`config.mk`:
```
export PLATFORM = sky130hd
export DESIGN_NAME = cam_frame_reader
export DESIGN_NICKNAME = d
export VERILOG_FILES = /design/src/rtl/cam_frame_reader.sv
export SDC_FILE = /design/constraint.sdc
export NUM_CORES = 1
export LEC_CHECK = 0
export ABC_CLOCK_PERIOD_IN_PS = 4100
export BUFFER_PORTS_ARGS = -buffer_cell sky130_fd_sc_hd__buf_2
export CAP_MARGIN = 10
export CORE_ASPECT_RATIO = 0.7
export CORE_MARGIN = 1
export CORE_UTILIZATION = 39
export DETAILED_ROUTE_END_ITERATION = 12
export GPL_TIMING_DRIVEN = 1
export PLACE_DENSITY = 0.69
export SLEW_MARGIN = 20
export SYNTH_ARGS = -nofsm -noshare
export SYNTH_HDL_FRONTEND = slang
export SYNTH_SLANG_ARGS = --single-unit
```
`constraint.sdc`:
```
create_clock -name clk -period 4.1 [get_ports clk]
set_clock_uncertainty 0.2 [all_clocks]
set_input_delay 0.615 -clock clk [delete_from_list [all_inputs] [get_ports clk]]
set_output_delay 0.615 -clock clk [all_outputs]
set_load 0.02 [all_outputs]
```
`src/rtl/cam_frame_reader.sv`:
```
// rtl/cam_frame_reader.sv - frame-buffer read addressing and 3-cycle pixel/sync realignment for VGA output
//
// Turns the VGA driver's pixel position into a frame-buffer read address for a
// CAM_SCREEN_X x CAM_SCREEN_Y capture, shown either as a 1x top-left window or
// as a 4x upscale. It then lines up the returned pixel with the delayed syncs.
//
// Ports:
//   clk, rst              pixel clock (shared with the frame-buffer read port), async active-high reset
//   vga_posX, vga_posY    current pixel position from the VGA driver
//   hsync_n_in/vsync_n_in syncs from the VGA driver, active low
//   scale_sel             0 = 1x window, 1 = 4x upscale; taken only at the start of a frame
//   mem_addr / mem_data   frame-buffer read port; data returns one cycle after the address
//   pixel_out             pixel to the VGA pins
//   hsync_n_out/vsync_n_out syncs delayed to match pixel_out
//   frame_start           one-cycle pulse where vsync_n_out falls
module cam_frame_reader #(
    parameter int              CAM_SCREEN_X = 160,
    parameter int              CAM_SCREEN_Y = 120,
    parameter int              AW           = 15,
    parameter int              DW           = 12,
    parameter int              H_ACTIVE     = 640,
    parameter int              V_ACTIVE     = 480,
    parameter logic [DW-1:0]   BORDER_COLOR = 12'h000
) (
    input  logic          clk,
    input  logic          rst,
    input  logic [9:0]    vga_posX,
    input  logic [9:0]    vga_posY,
    input  logic          hsync_n_in,
    input  logic          vsync_n_in,
    input  logic          scale_sel,
    input  logic [DW-1:0] mem_data,
    output logic [AW-1:0] mem_addr,
    output logic [DW-1:0] pixel_out,
    output logic          hsync_n_out,
    output logic          vsync_n_out,
    output logic          frame_start
);

    localparam logic [9:0]    H_LIM      = 10'(H_ACTIVE);
    localparam logic [9:0]    V_LIM      = 10'(V_ACTIVE);
    localparam logic [9:0]    CX_LIM     = 10'(CAM_SCREEN_X);
    localparam logic [9:0]    CY_LIM     = 10'(CAM_SCREEN_Y);
    // One slot past the image, kept black, so every non-image read is harmless.
    localparam logic [AW-1:0] BLACK_ADDR = AW'(CAM_SCREEN_X * CAM_SCREEN_Y);

    // ------------------------------------------------------------------
    // Mode latch: the scale only changes at the vsync falling edge so a
    // frame is never drawn half in one mode and half in the other.
    // ------------------------------------------------------------------
    logic vs_prev;
    logic mode;

    always_ff @(posedge clk or posedge rst) begin
        if (rst) begin
            vs_prev <= 1'b1;
            mode    <= 1'b0;
        end else begin
            vs_prev <= vsync_n_in;
            if (vs_prev && !vsync_n_in)
                mode <= scale_sel;
        end
    end

    // ------------------------------------------------------------------
    // Stage 1 combinational: source coordinates and window test
    // ------------------------------------------------------------------
    logic          active;
    logic          inwin;
    logic [9:0]    sx;
    logic [9:0]    sy;
    logic [AW-1:0] row_base;
    logic [AW-1:0] addr_calc;

    always_comb begin
        active = (vga_posX < H_LIM) && (vga_posY < V_LIM);
        if (mode) begin
            sx    = {2'b00, vga_posX[9:2]};
            sy    = {2'b00, vga_posY[9:2]};
            inwin = active;
        end else begin
            sx    = vga_posX;
            sy    = vga_posY;
            inwin = active && (vga_posX < CX_LIM) && (vga_posY < CY_LIM);
        end
    end

    // sy*160 as two shifts and an add keeps a multiplier out of the address path.
    generate
        if (CAM_SCREEN_X == 160) begin : g_row_160
            assign row_base = (AW'(sy) << 7) + (AW'(sy) << 5);
        end else begin : g_row_generic
            assign row_base = AW'(32'(sy) * CAM_SCREEN_X);
        end
    endgenerate

    assign addr_calc = row_base + AW'(sx);

    // ------------------------------------------------------------------
    // Pipeline registers
    // ------------------------------------------------------------------
    logic s1_active, s1_inwin, s1_hs, s1_vs;
    logic s2_active, s2_inwin, s2_hs, s2_vs;

    always_ff @(posedge clk or posedge rst) begin
        if (rst) begin
            mem_addr    <= BLACK_ADDR;
            s1_active   <= 1'b0;
            s1_inwin    <= 1'b0;
            s1_hs       <= 1'b1;
            s1_vs       <= 1'b1;
            s2_active   <= 1'b0;
            s2_inwin    <= 1'b0;
            s2_hs       <= 1'b1;
            s2_vs       <= 1'b1;
            pixel_out   <= '0;
            hsync_n_out <= 1'b1;
            vsync_n_out <= 1'b1;
            frame_start <= 1'b0;
        end else begin
            // Stage 1: address issued to the frame buffer
            mem_addr  <= inwin ? addr_calc : BLACK_ADDR;
            s1_active <= active;
            s1_inwin  <= inwin;
            s1_hs     <= hsync_n_in;
            s1_vs     <= vsync_n_in;

            // Stage 2: frame buffer is returning data for stage 1's address
            s2_active <= s1_active;
            s2_inwin  <= s1_inwin;
            s2_hs     <= s1_hs;
            s2_vs     <= s1_vs;

            // Stage 3: output register
            if (s2_inwin)
                pixel_out <= mem_data;
            else if (s2_active)
                pixel_out <= BORDER_COLOR;
            else
                pixel_out <= '0;
            hsync_n_out <= s2_hs;
            vsync_n_out <= s2_vs;
            // High exactly when vsync_n_out is about to go 1->0.
            frame_start <= vsync_n_out & ~s2_vs;
        end
    end

endmodule

```
# Yosys cells after proc, flatten, opt, wreduce, memory -nomap -nowiden
# Index checks and enable logic that the tools add are counted.
# totals
input_bits	37
mem_bits_rw	0
mem_bits_ro	0
latch_bits	0
mem_count	0
ff_bits	37
# classes
order_cmp	4
n_shift	0
div_mod_pow	0
mux	5
n_mul	0
n_eq_ne	0
bitwise	2
add_sub_neg	2
reduce_logical	5
# op_table
operator	n
2-to-1 mux 10 bit	2
adder 15 x 10 -> 15 bit	1
adder 15 bit	1
2-to-1 mux 15 bit	1
2-to-1 mux 12 bit	1
< comparator 10 bit (second input constant)	1
< comparator 10 x 7 -> 1 bit (second input constant)	1
< comparator 10 x 8 -> 1 bit (second input constant)	1
< comparator 10 x 9 -> 1 bit (second input constant)	1
logical AND 1 bit	4
bitwise AND 1 bit	1
logical NOT 1 bit	1
2-to-1 mux 1 bit	1
NOT 1 bit	1

# Longest topological paths before layout
# Gate-level depths: netlist (run 1).
# depth
depth_word	6
depth_mapped	12
depth_no_buf	11

# Worst setup path after synthesis (run 1)
# OpenSTA, ideal clock, no wires.
# synth_timing
kind	reg-to-reg
from	reg mode
to	reg mem_addr[13]
path_stages_with_launch	11
path_slack_ns	1.176
t_arrival_ns	2.605
synth_period_minus_slack_ns	2.924
cell_sequence	dfrtp_1 buf_1 mux2i_1 fa_1 inv_1 ha_1 a21oi_1 o211ai_1 o41ai_1 xor2_1 nor2_1
# synth_between
elab_chain_len	4
elab_cells_between_ends	6
cone_classes	2 x add/sub; 4 x mux
# synth_rtl
element	line_no	text
start, declared	52	logic mode;
start signal, assigned	61	mode <= scale_sel;
2-to-1 mux 10 bit	77	if (mode) begin
adder 15 bit	91	assign row_base = (AW'(sy) << 7) + (AW'(sy) << 5);
adder 15 x 10 -> 15 bit	97	assign addr_calc = row_base + AW'(sx);
2-to-1 mux 15 bit (*)	122	mem_addr <= inwin ? addr_calc : BLACK_ADDR;
end signal, assigned	122	
end, declared	33	output logic [AW-1:0] mem_addr,
# Mark *: on every way between the ends. The rest lies on a longest branch, timed or not.
# A chain may end at the register's enable or synchronous reset.

# Final worst setup path (run 1)
# Same ends and word-level chain as after synthesis.

==> results of run 1 <==
## power by group
group | internal [uW] | switching (uW)
registers | 399 | 19.7
clock network | 198 | 117
logic | 155 | 193
## worst reg2reg max path: stages (launching register included)
cell	delay (ps)
dfrtp_1	890
mux2i_1	230
fa_1	630
inv_1	60
ha_1	280
a21oi_1	240
o211ai_1	180
o41ai_1	340
xor2_1	180
nor2_1	60
## metrics by stage
step                area [um2]  util [%]  hold WS, ps
global placement          2260      50.5          134
global route              2380      53.1          164
finish                    2380      53.1          153
detailed placement        2260      50.5          139
CTS                       2380      53.1          156
floorplan                 1880         -          131
## worst max-delay path by stage
stage,from,end,slack [ps]
floorplan,mode$_DFFE_PP0P_,mem_addr[13]$_DFF_PP0_,1180
global placement,mode$_DFFE_PP0P_,mem_addr[13]$_DFF_PP0_,820
detailed placement,mode$_DFFE_PP0P_,mem_addr[13]$_DFF_PP0_,700
CTS,mode$_DFFE_PP0P_,mem_addr[13]$_DFF_PP0_,670
global route,mode$_DFFE_PP0P_,mem_addr[13]$_DFF_PP0_,360
finish,mode$_DFFE_PP0P_,mem_addr[13]$_DFF_PP0_,670
## synth_stat cells (2+ instances only)
cell type	instances
nand2_1	6
ha_1	14
a21oi_1	4
nor2b_1	7
xor2_1	2
o21ai_0	7
o21a_1	3
inv_1	14
and2_1	14
dfstp_2	10
nor3_1	3
fa_1	4
nand2b_1	3
nor2_1	10
xnor2_1	3
dfrtp_1	27
mux2i_1	10
mux2_2	5
## logic make-up (layout without fill, tap and decap cells)
group / after synthesis / after routing
and+or+nand+nor: 47 / 47
DFF: 37 / 37
AOI/OAI and AO/OA: 22 / 22
buffers and inverters: 19 / 90
adders and majority gates: 18 / 18
muxes: 15 / 15
xor gates and xnor gates: 5 / 5
## area by class of cell
| class | instances | area share [%] |
|---|---|---|
| flip-flops and latches | 37 | 39.5 |
| multi-input cells | 107 | 36.1 |
| repair buffers | 67 | 14.2 |
| clock buffers | 7 | 3.63 |
| well taps | 55 | 2.89 |
| inverters | 15 | 2.42 |
| clock inverters | 1 | 1.26 |
## layer usage
metal / track usage [%] / vias up
li1: - / 691
met1: 21.7 / 634
met2: 22.6 / 35
met3: 4.42 / 3
met4: 5.08 / 0
met5: 0 / -
==> out/qor.yml, run 1 <==
worst_setup_path:
  cp_cell_sequence: "mux2i_1 > fa_1 > inv_1 > ha_1 > a21oi_1 > o211ai_1 > o41ai_1 > xor2_1 > nor2_1"
  r2r_start: "mode$_DFFE_PP0P_"
  startpoint_type: "flop"
  cp.depth: 9
  path_delay_family: "adder cells"
  r2r-end: "mem_addr[13]$_DFF_PP0_"
  arrival_ps: 3370
  path_buf_inv: 1
  criticalPathCategory: "reg2reg"
  r2r_cells: 9
  crit_fanout: 23
  endpoint_kind: "flop"
  cp.required_ps: 4040
  critPathSlowestCell: "dfrtp_1"
  slowest_delay_ps: 890
  rrSetupSlack_ps: 670
min_path:
  min_from: "s1_inwin$_DFF_PP0_"
  hp-class: "reg2reg"
  min_to: "s2_inwin$_DFF_PP0_"
  min_path_cells: 0
power:
  power_uw: 1080
  power_leakage_uw: 0.00126
  power.density_nw_per_um2: 455
  peakVddDrop_uv: 208
finish:
  top_regs: "mem_addr: 15 flops, pixel_out: 12 flops"
  ff_latch_area_um2: 938
  nNetsFinal: 288
  largest_register_ffs: 15
  fin_cells: 289
  final_cell_mix: "66 x buf_2, 27 x dfrtp_1, 14 x and2_1, 14 x inv_1, 14 x ha_1"
  syn2layout_area_growth_pct: 26.6
  antennaDiodeCount: 0
  regMostFlops: "mem_addr"
  fillers: 410
  layout_commonest_cell: "buf_2"
  multi_input_area_um2: 860
  drive_gt1_share_pct: 39.3
placed_design:
  dpl.cell_count: 281
  place_congestion: 0.791
  place_ws_ps: 699
  dp_hpwl_mm: 2.75
  portBuffers: 66
detailed_routing:
  routed.top_layer: "met4"
  met1_length_mm: 1.82
  drt_pass1_iterations: 8
  dr_wl_met2_mm: 1.46
  drt_iter0_drc: 45
  drt-vias-per-instance: 4.72
  final_antenna_net_count: 0
  finalWirelength_mm: 3.49
  via_count: 1363
  wl_met3_um: 183
  wl_per_cell_um: 12.1
  drc: 5
clocking:
  ctsResizeCount: 0
  cts_tree: "done"
  cts_buffers: 5
  ctsRootBufferMaster: "clkbuf_8"
  cts_sinks: 37
  clk_latency_ps: 280
  cts_setup_buffers: 0
  clkTransAtPathRegs_ps: 70
  cts_hold_buf: 0
  cts_htree_levels: 2
  clock_path_buffers: 2
timing:
  fin_crit_ps: 3430
  fmax_ghz: 0.292
  slew_headroom_pct: 44.3
  fin_ws_ps: 674
  hold_viol_final: 0
  rsz0062_at_grt: "no"
  setup_viol: 0
  drv_slew: 0
  tns_ps: 0
  tightest_slew_ps: 835
  fin_crit_sh_pct: 83.6
yosys:
  synthXorXnorAreaFrac_pct: 2.33
  synth-simple-area-share_pct: 13.6
  synth_top_area_share_pct: 36.0
  yosys.cell_types.count: 35
  synth_top_family_by_area: "simple AND/OR/NAND/NOR gates"
  syn_avg_cell_area_um2: 11.5
  synth_edf_count: 0
  ys_ff_latch: 37
  syn_nets: 218
  netlist_top_cells_area: "dfrtp_1 36%, dfstp_2 14%, ha_1 9.3%"
  synth_cells: 163
  synth_area_um2: 1880
  ys.flop_type: "dfrtp_1"
  async_flop_share_pct: 100
  synthAdderAreaFrac_pct: 13.6
  ys_warn_count: 0
  ys_seq_area_share_pct: 49.9
  synthMuxAreaShare_pct: 8.32
  synth_compound_area_share_pct: 7.86
  yosys.area.top_type: "dfrtp_1"
job:
  drv_cap: 0
floorplanning:
  rows: 20
  core_um2: 4480
  die_x_um: 85.0
  die_h_um: 60.1
  die-area_um2: 5110
  ios: 67
  initial_core_util_pct: 42.0
grt:
  grt_pass1_wl_mm: 5.91
  overflow: 0
  antenna_found_initial: 0
  grt_usage_pct: 15.3
  grt_pass1_vias: 1291
  grt_start_max_net_pins: 38
run_status:
  violations: "design-rule violations"
  status: "complete, but fails checks"
Power figures use the tool's default switching activity.
==> run 2, diff against run 1 <==
--- a/config.mk
+++ b/config.mk
@@ -5,7 +5,7 @@
 export SDC_FILE = /design/constraint.sdc
 export NUM_CORES = 1
 export LEC_CHECK = 0
-export ABC_CLOCK_PERIOD_IN_PS = 4100
+export ABC_CLOCK_PERIOD_IN_PS = 3600
 export BUFFER_PORTS_ARGS = -buffer_cell sky130_fd_sc_hd__buf_2
 export CAP_MARGIN = 10
 export CORE_ASPECT_RATIO = 0.7
==> constraint.sdc (replaced) <==
create_clock -name clk -period 3.6 [get_ports clk]
set_clock_uncertainty 0.2 [all_clocks]
set_input_delay 0.54 -clock clk [delete_from_list [all_inputs] [get_ports clk]]
set_output_delay 0.54 -clock clk [all_outputs]
set_load 0.02 [all_outputs]
==> run 2 against run 1 <==
Compared with the run above:
- the flow still finishes with violations (design-rule violations)
- fmax rose by 8.3%
- total power rose by 10%
- combinational power rose by 16%
- routed wire length rose by 1.5%
- global-route usage rose by 0.32 points
- clock power barely moved
- non-clock buffer count rose by 1
- sequential power rose by 13%
- highest routed layer is now met3
==> out/qor.yml, run 2 (synthesis results as in run 1) <==
detailed_routing:
  drt_iter0_drc: 77
  finalWirelength_mm: 3.54
  drt_pass1_iterations: 8
  via_count: 1392
  drc: 5
  drt-vias-per-instance: 4.80
  final_antenna_net_count: 0
  wl_per_cell_um: 12.2
finish:
  drive_gt1_share_pct: 40.0
  syn2layout_area_growth_pct: 26.4
  largest_register_ffs: 15
  layout_commonest_cell: "buf_2"
  final_cell_mix: "66 x buf_2, 27 x dfrtp_1, 14 x and2_1, 14 x inv_1, 14 x ha_1"
  regMostFlops: "mem_addr"
  antennaDiodeCount: 0
  final_cell_area_um2: 2370
  nNetsFinal: 289
  top_regs: "mem_addr: 15 flops, pixel_out: 12 flops"
clocking:
  cts_tree: "done"
  cts_setup_buffers: 0
  cts_hold_buf: 0
  cts_buffers: 5
  cts_sinks: 37
  clock_path_buffers: 2
  cts_htree_levels: 2
  clkTransAtPathRegs_ps: 70
  clk_latency_ps: 280
  ctsRootBufferMaster: "clkbuf_8"
  ctsResizeCount: 0
placed_design:
  placed_area_um2: 2270
  place_ws_ps: 473
  place_congestion: 0.765
  dp_hpwl_mm: 2.83
  portBuffers: 66
power:
  internal_power_uw: 809
  swShare_pct: 32.1
  p_switching_uw: 383
  power_leakage_uw: 0.00126
  power_uw: 1190
  p_seq_share_pct: 39.7
  power.density_nw_per_um2: 502
  p_comb_share_pct: 33.7
  peakVddDrop_uv: 226
  clkPwrFrac_pct: 26.6
grt:
  grt_usage_pct: 15.7
  grt_pass1_vias: 1334
  antenna_found_initial: 0
  overflow: 0
  grt_pass1_wl_mm: 6.10
  grt_start_max_net_pins: 26
worst_setup_path:
  crit_fanout: 17
  arrival_ps: 3110
  endpoint_kind: "flop"
  r2r_start: "mode$_DFFE_PP0P_"
  startpoint_type: "flop"
  rrSetupSlack_ps: 440
  r2r_cells: 9
  criticalPathCategory: "reg2reg"
  cp.required_ps: 3550
  r2r-end: "mem_addr[13]$_DFF_PP0_"
min_path:
  min_path_cells: 0
  min_to: "s2_inwin$_DFF_PP0_"
  min_from: "s1_inwin$_DFF_PP0_"
  hp-class: "reg2reg"
timing:
  slew_headroom_pct: 39.6
  fin_ws_ps: 437
  drv_slew: 0
  fin_crit_ps: 3160
  fmax_ghz: 0.316
  tightest_slew_ps: 905
  fin_crit_sh_pct: 87.9
  tns_ps: 0
  setup_viol: 0
  whs_ps: 154
  hold_viol_final: 0
  rsz0062_at_grt: "no"
floorplanning:
  die_h_um: 60.1
  die_x_um: 85.0
  core_um2: 4480
  initial_core_util_pct: 42.0
  die-area_um2: 5110
  rows: 20
  ios: 67
run_status:
  status: "complete, but fails checks"
  violations: "design-rule violations"
job:
  drv_cap: 0
-- run 2: cell types whose count changed in the layout (fill, tap and decap cells not counted), sizes merged --
cell | previous run | this run
buf | 67 | 68
bufinv | 1 | 0
inv | 14 | 15
-- run 2: power groups by stage --
stage | clock network, uW | registers (uW) | logic, uW
floorplan | 0 | 507 | 272
detailed placement | 0 | 480 | 403
finish | 317 | 473 | 402
CTS | 327 | 473 | 406
global placement | 0 | 480 | 403
global route | 351 | 477 | 453
-- run 2: through the flow --
stage               std cells  util (%)
floorplan                 163         -
global placement          282      50.7
detailed placement        282      50.7
CTS                       290      53.0
global route              290      53.0
finish                    290      53.0
-- run 2: layout make-up --
class,count,area (um2)
Fill cell,407,2100
Sequential cell,37,938
Multi-Input combinational cell,107,860
Timing Repair Buffer,68,345
Clock buffer,7,96.3
Tap cell,55,68.8
Inverter,15,57.6
Clock inverter,1,8.76
-- run 2: metal layers --
metal,global-route usage [%],routed length (um)
met5,0,0
met4,2.91,0
met3,5.80,241
met1,21.8,1740
met2,23.6,1550
-- run 2: critical path, cell delays in order, from the launching register on --
cell and delay [ps]:
dfrtp_1 700, mux2i_1 370, fa_1 510, inv_1 80, ha_1 220, a21oi_1 200
o211ai_1 180, o41ai_1 330, xor2_1 190, nor2_1 50
-- run 2: worst max-delay path by stage --
stage | startpoint | cells past startpoint | end
2_1_floorplan | mode$_DFFE_PP0P_ | 10 | mem_addr[13]$_DFF_PP0_
3_3_place_gp | mode$_DFFE_PP0P_ | 11 | mem_addr[14]$_DFF_PP1_
3_5_place_dp | mode$_DFFE_PP0P_ | 9 | mem_addr[13]$_DFF_PP0_
4_1_cts | mode$_DFFE_PP0P_ | 9 | mem_addr[13]$_DFF_PP0_
5_1_grt | mode$_DFFE_PP0P_ | 11 | mem_addr[14]$_DFF_PP1_
6_report | mode$_DFFE_PP0P_ | 9 | mem_addr[13]$_DFF_PP0_
==> run 3, diff against run 2 <==
--- a/config.mk
+++ b/config.mk
@@ -13,7 +13,7 @@
 export CORE_UTILIZATION = 39
 export DETAILED_ROUTE_END_ITERATION = 12
 export GPL_TIMING_DRIVEN = 1
-export PLACE_DENSITY = 0.69
+export PLACE_DENSITY = 0.65
 export SLEW_MARGIN = 20
 export SYNTH_ARGS = -nofsm -noshare
 export SYNTH_HDL_FRONTEND = slang
==> run 3 against run 2 <==
Compared with the run above:
- the flow still finishes with violations (design-rule violations)
- non-clock buffer count unchanged
- global-route usage decreased by 0.35 points
- total power increased by 3.9%
- fmax decreased by 0.57%
- clock-buffer cell count decreased by 1
- routed wire length decreased by 1.8%
- clock power increased by 16%
- sequential share of layout area decreased by 0.25 points
- final cell count unchanged
- worst setup slack got worse by 18 ps
- core utilization increased by 0.34 points
- largest power group unchanged
==> out/qor.yml, run 3 (synthesis results as in run 1) <==
run_status:
  status: "complete, but fails checks"
  violations: "design-rule violations"
timing:
  fmax_ghz: 0.314
  rsz0062_at_grt: "no"
  setup_viol: 0
  fin_crit_sh_pct: 88.4
  hold_viol_final: 0
  tightest_slew_ps: 564
  slew_headroom_pct: 62.4
  drv_slew: 0
  tns_ps: 0
  fin_crit_ps: 3180
detailed_routing:
  drt_iter0_drc: 49
  via_count: 1343
  final_antenna_net_count: 0
  wl_per_cell_um: 12.0
  drc: 5
  drt-vias-per-instance: 4.63
  finalWirelength_mm: 3.48
  drt_pass1_iterations: 8
finish:
  layout_commonest_cell: "buf_2"
  syn2layout_area_growth_pct: 27.2
  largest_register_ffs: 15
  regMostFlops: "mem_addr"
  final_cell_area_um2: 2390
  fillers: 422
  nNetsFinal: 289
  final_cell_mix: "66 x buf_2, 27 x dfrtp_1, 14 x and2_1, 14 x inv_1, 14 x ha_1"
  antennaDiodeCount: 0
  final_util_pct: 53.4
  drive_gt1_share_pct: 40.0
  top_regs: "mem_addr: 15 flops, pixel_out: 12 flops"
floorplanning:
  ios: 67
  rows: 20
  die-area_um2: 5110
  initial_core_util_pct: 42.0
  die_x_um: 85.0
  die_h_um: 60.1
  core_um2: 4480
grt:
  grt_pass1_wl_mm: 5.87
  overflow: 0
  antenna_found_initial: 0
  grt_pass1_vias: 1257
  grt_start_max_net_pins: 38
  grt_usage_pct: 15.3
power:
  swShare_pct: 30.8
  power_leakage_uw: 0.00127
  peakVddDrop_uv: 227
  p_comb_share_pct: 32.1
  internal_power_uw: 856
  power_uw: 1240
  p_switching_uw: 382
  p_seq_share_pct: 38.2
  clkPwrFrac_pct: 29.7
  power.density_nw_per_um2: 518
worst_setup_path:
  r2r_cells: 9
  crit_fanout: 17
  arrival_ps: 3130
  endpoint_kind: "flop"
  criticalPathCategory: "reg2reg"
  startpoint_type: "flop"
  cp.required_ps: 3550
min_path:
  hp-class: "in2async"
clocking:
  cts_buffers: 5
  cts_hold_buf: 0
  clkTransAtPathRegs_ps: 70
  clock_path_buffers: 2
  cts_sinks: 37
  cts_htree_levels: 2
  clk_latency_ps: 280
  cts_setup_buffers: 0
  ctsRootBufferMaster: "clkbuf_8"
  ctsResizeCount: 0
  cts_tree: "done"
placed_design:
  dp_hpwl_mm: 2.71
  portBuffers: 66
  placed_area_um2: 2270
  place_congestion: 0.827
job:
  drv_cap: 0
-- run 3: cell types whose count changed in the layout (fill, tap and decap cells not counted), sizes merged --
cell and delta:
inv -1, clkinvlp +1, clkbuf -1, bufinv +1
-- run 3: cell type report --
class	instances	area, um2	area share [%]
Timing Repair Buffer	68	345	14.5
Clock inverter	2	37.5	1.57
Multi-Input combinational cell	107	860	36.0
Clock buffer	6	82.6	3.46
Inverter	15	57.6	2.41
Sequential cell	37	938	39.3
Tap cell	55	68.8	2.88
-- run 3: path summary, 6_finish.rpt --
kind                                          end               start  slack (ps)
min reg2reg                    s2_inwin$_DFF_PP0_  s1_inwin$_DFF_PP0_         150
max reg2reg                mem_addr[13]$_DFF_PP0_    mode$_DFFE_PP0P_         420
max in group asynchronous  mem_addr[11]$_DFF_PP1_                 rst        2710
min in group clk                  s1_hs$_DFF_PP1_          hsync_n_in         140
max                        mem_addr[13]$_DFF_PP0_    mode$_DFFE_PP0P_         420
min                        pixel_out[7]$_DFF_PP0_                 rst         140
-- run 3: critical path, stage by stage, from the launching register on --
cell      delay [ps]
dfrtp_1          700
mux2i_1          380
fa_1             510
inv_1             90
ha_1             220
a21oi_1          220
o211ai_1         170
o41ai_1          320
xor2_1           180
nor2_1            50
-- run 3: power groups by stage --
stage / sequential, uW / combinational, uW / clock (uW)
2_1_floorplan: 507 / 272 / 0
3_3_place_gp: 480 / 401 / 0
3_5_place_dp: 480 / 401 / 0
4_1_cts: 473 / 403 / 381
5_1_grt: 477 / 453 / 404
6_report: 473 / 397 / 368
-- run 3: layer usage --
| layer | track usage [%] | vias up | routed length [um] |
|---|---|---|---|
| li1 | - | 687 | - |
| met1 | 21.5 | 612 | 1800 |
| met2 | 22.2 | 42 | 1430 |
| met3 | 6.08 | 2 | 232 |
| met4 | 3.63 | 0 | 12 |
| met5 | 0 | - | 0 |
-- run 3: through the flow --
stage / setup slack, ps / instances / hold slack, ps
after detailed placement: 445 / 282 / 136
after CTS: 398 / 290 / 132
after global placement: 492 / 282 / 137
after global routing: 160 / 290 / 125
after floorplan: 676 / 163 / 131
final: 419 / 290 / 141
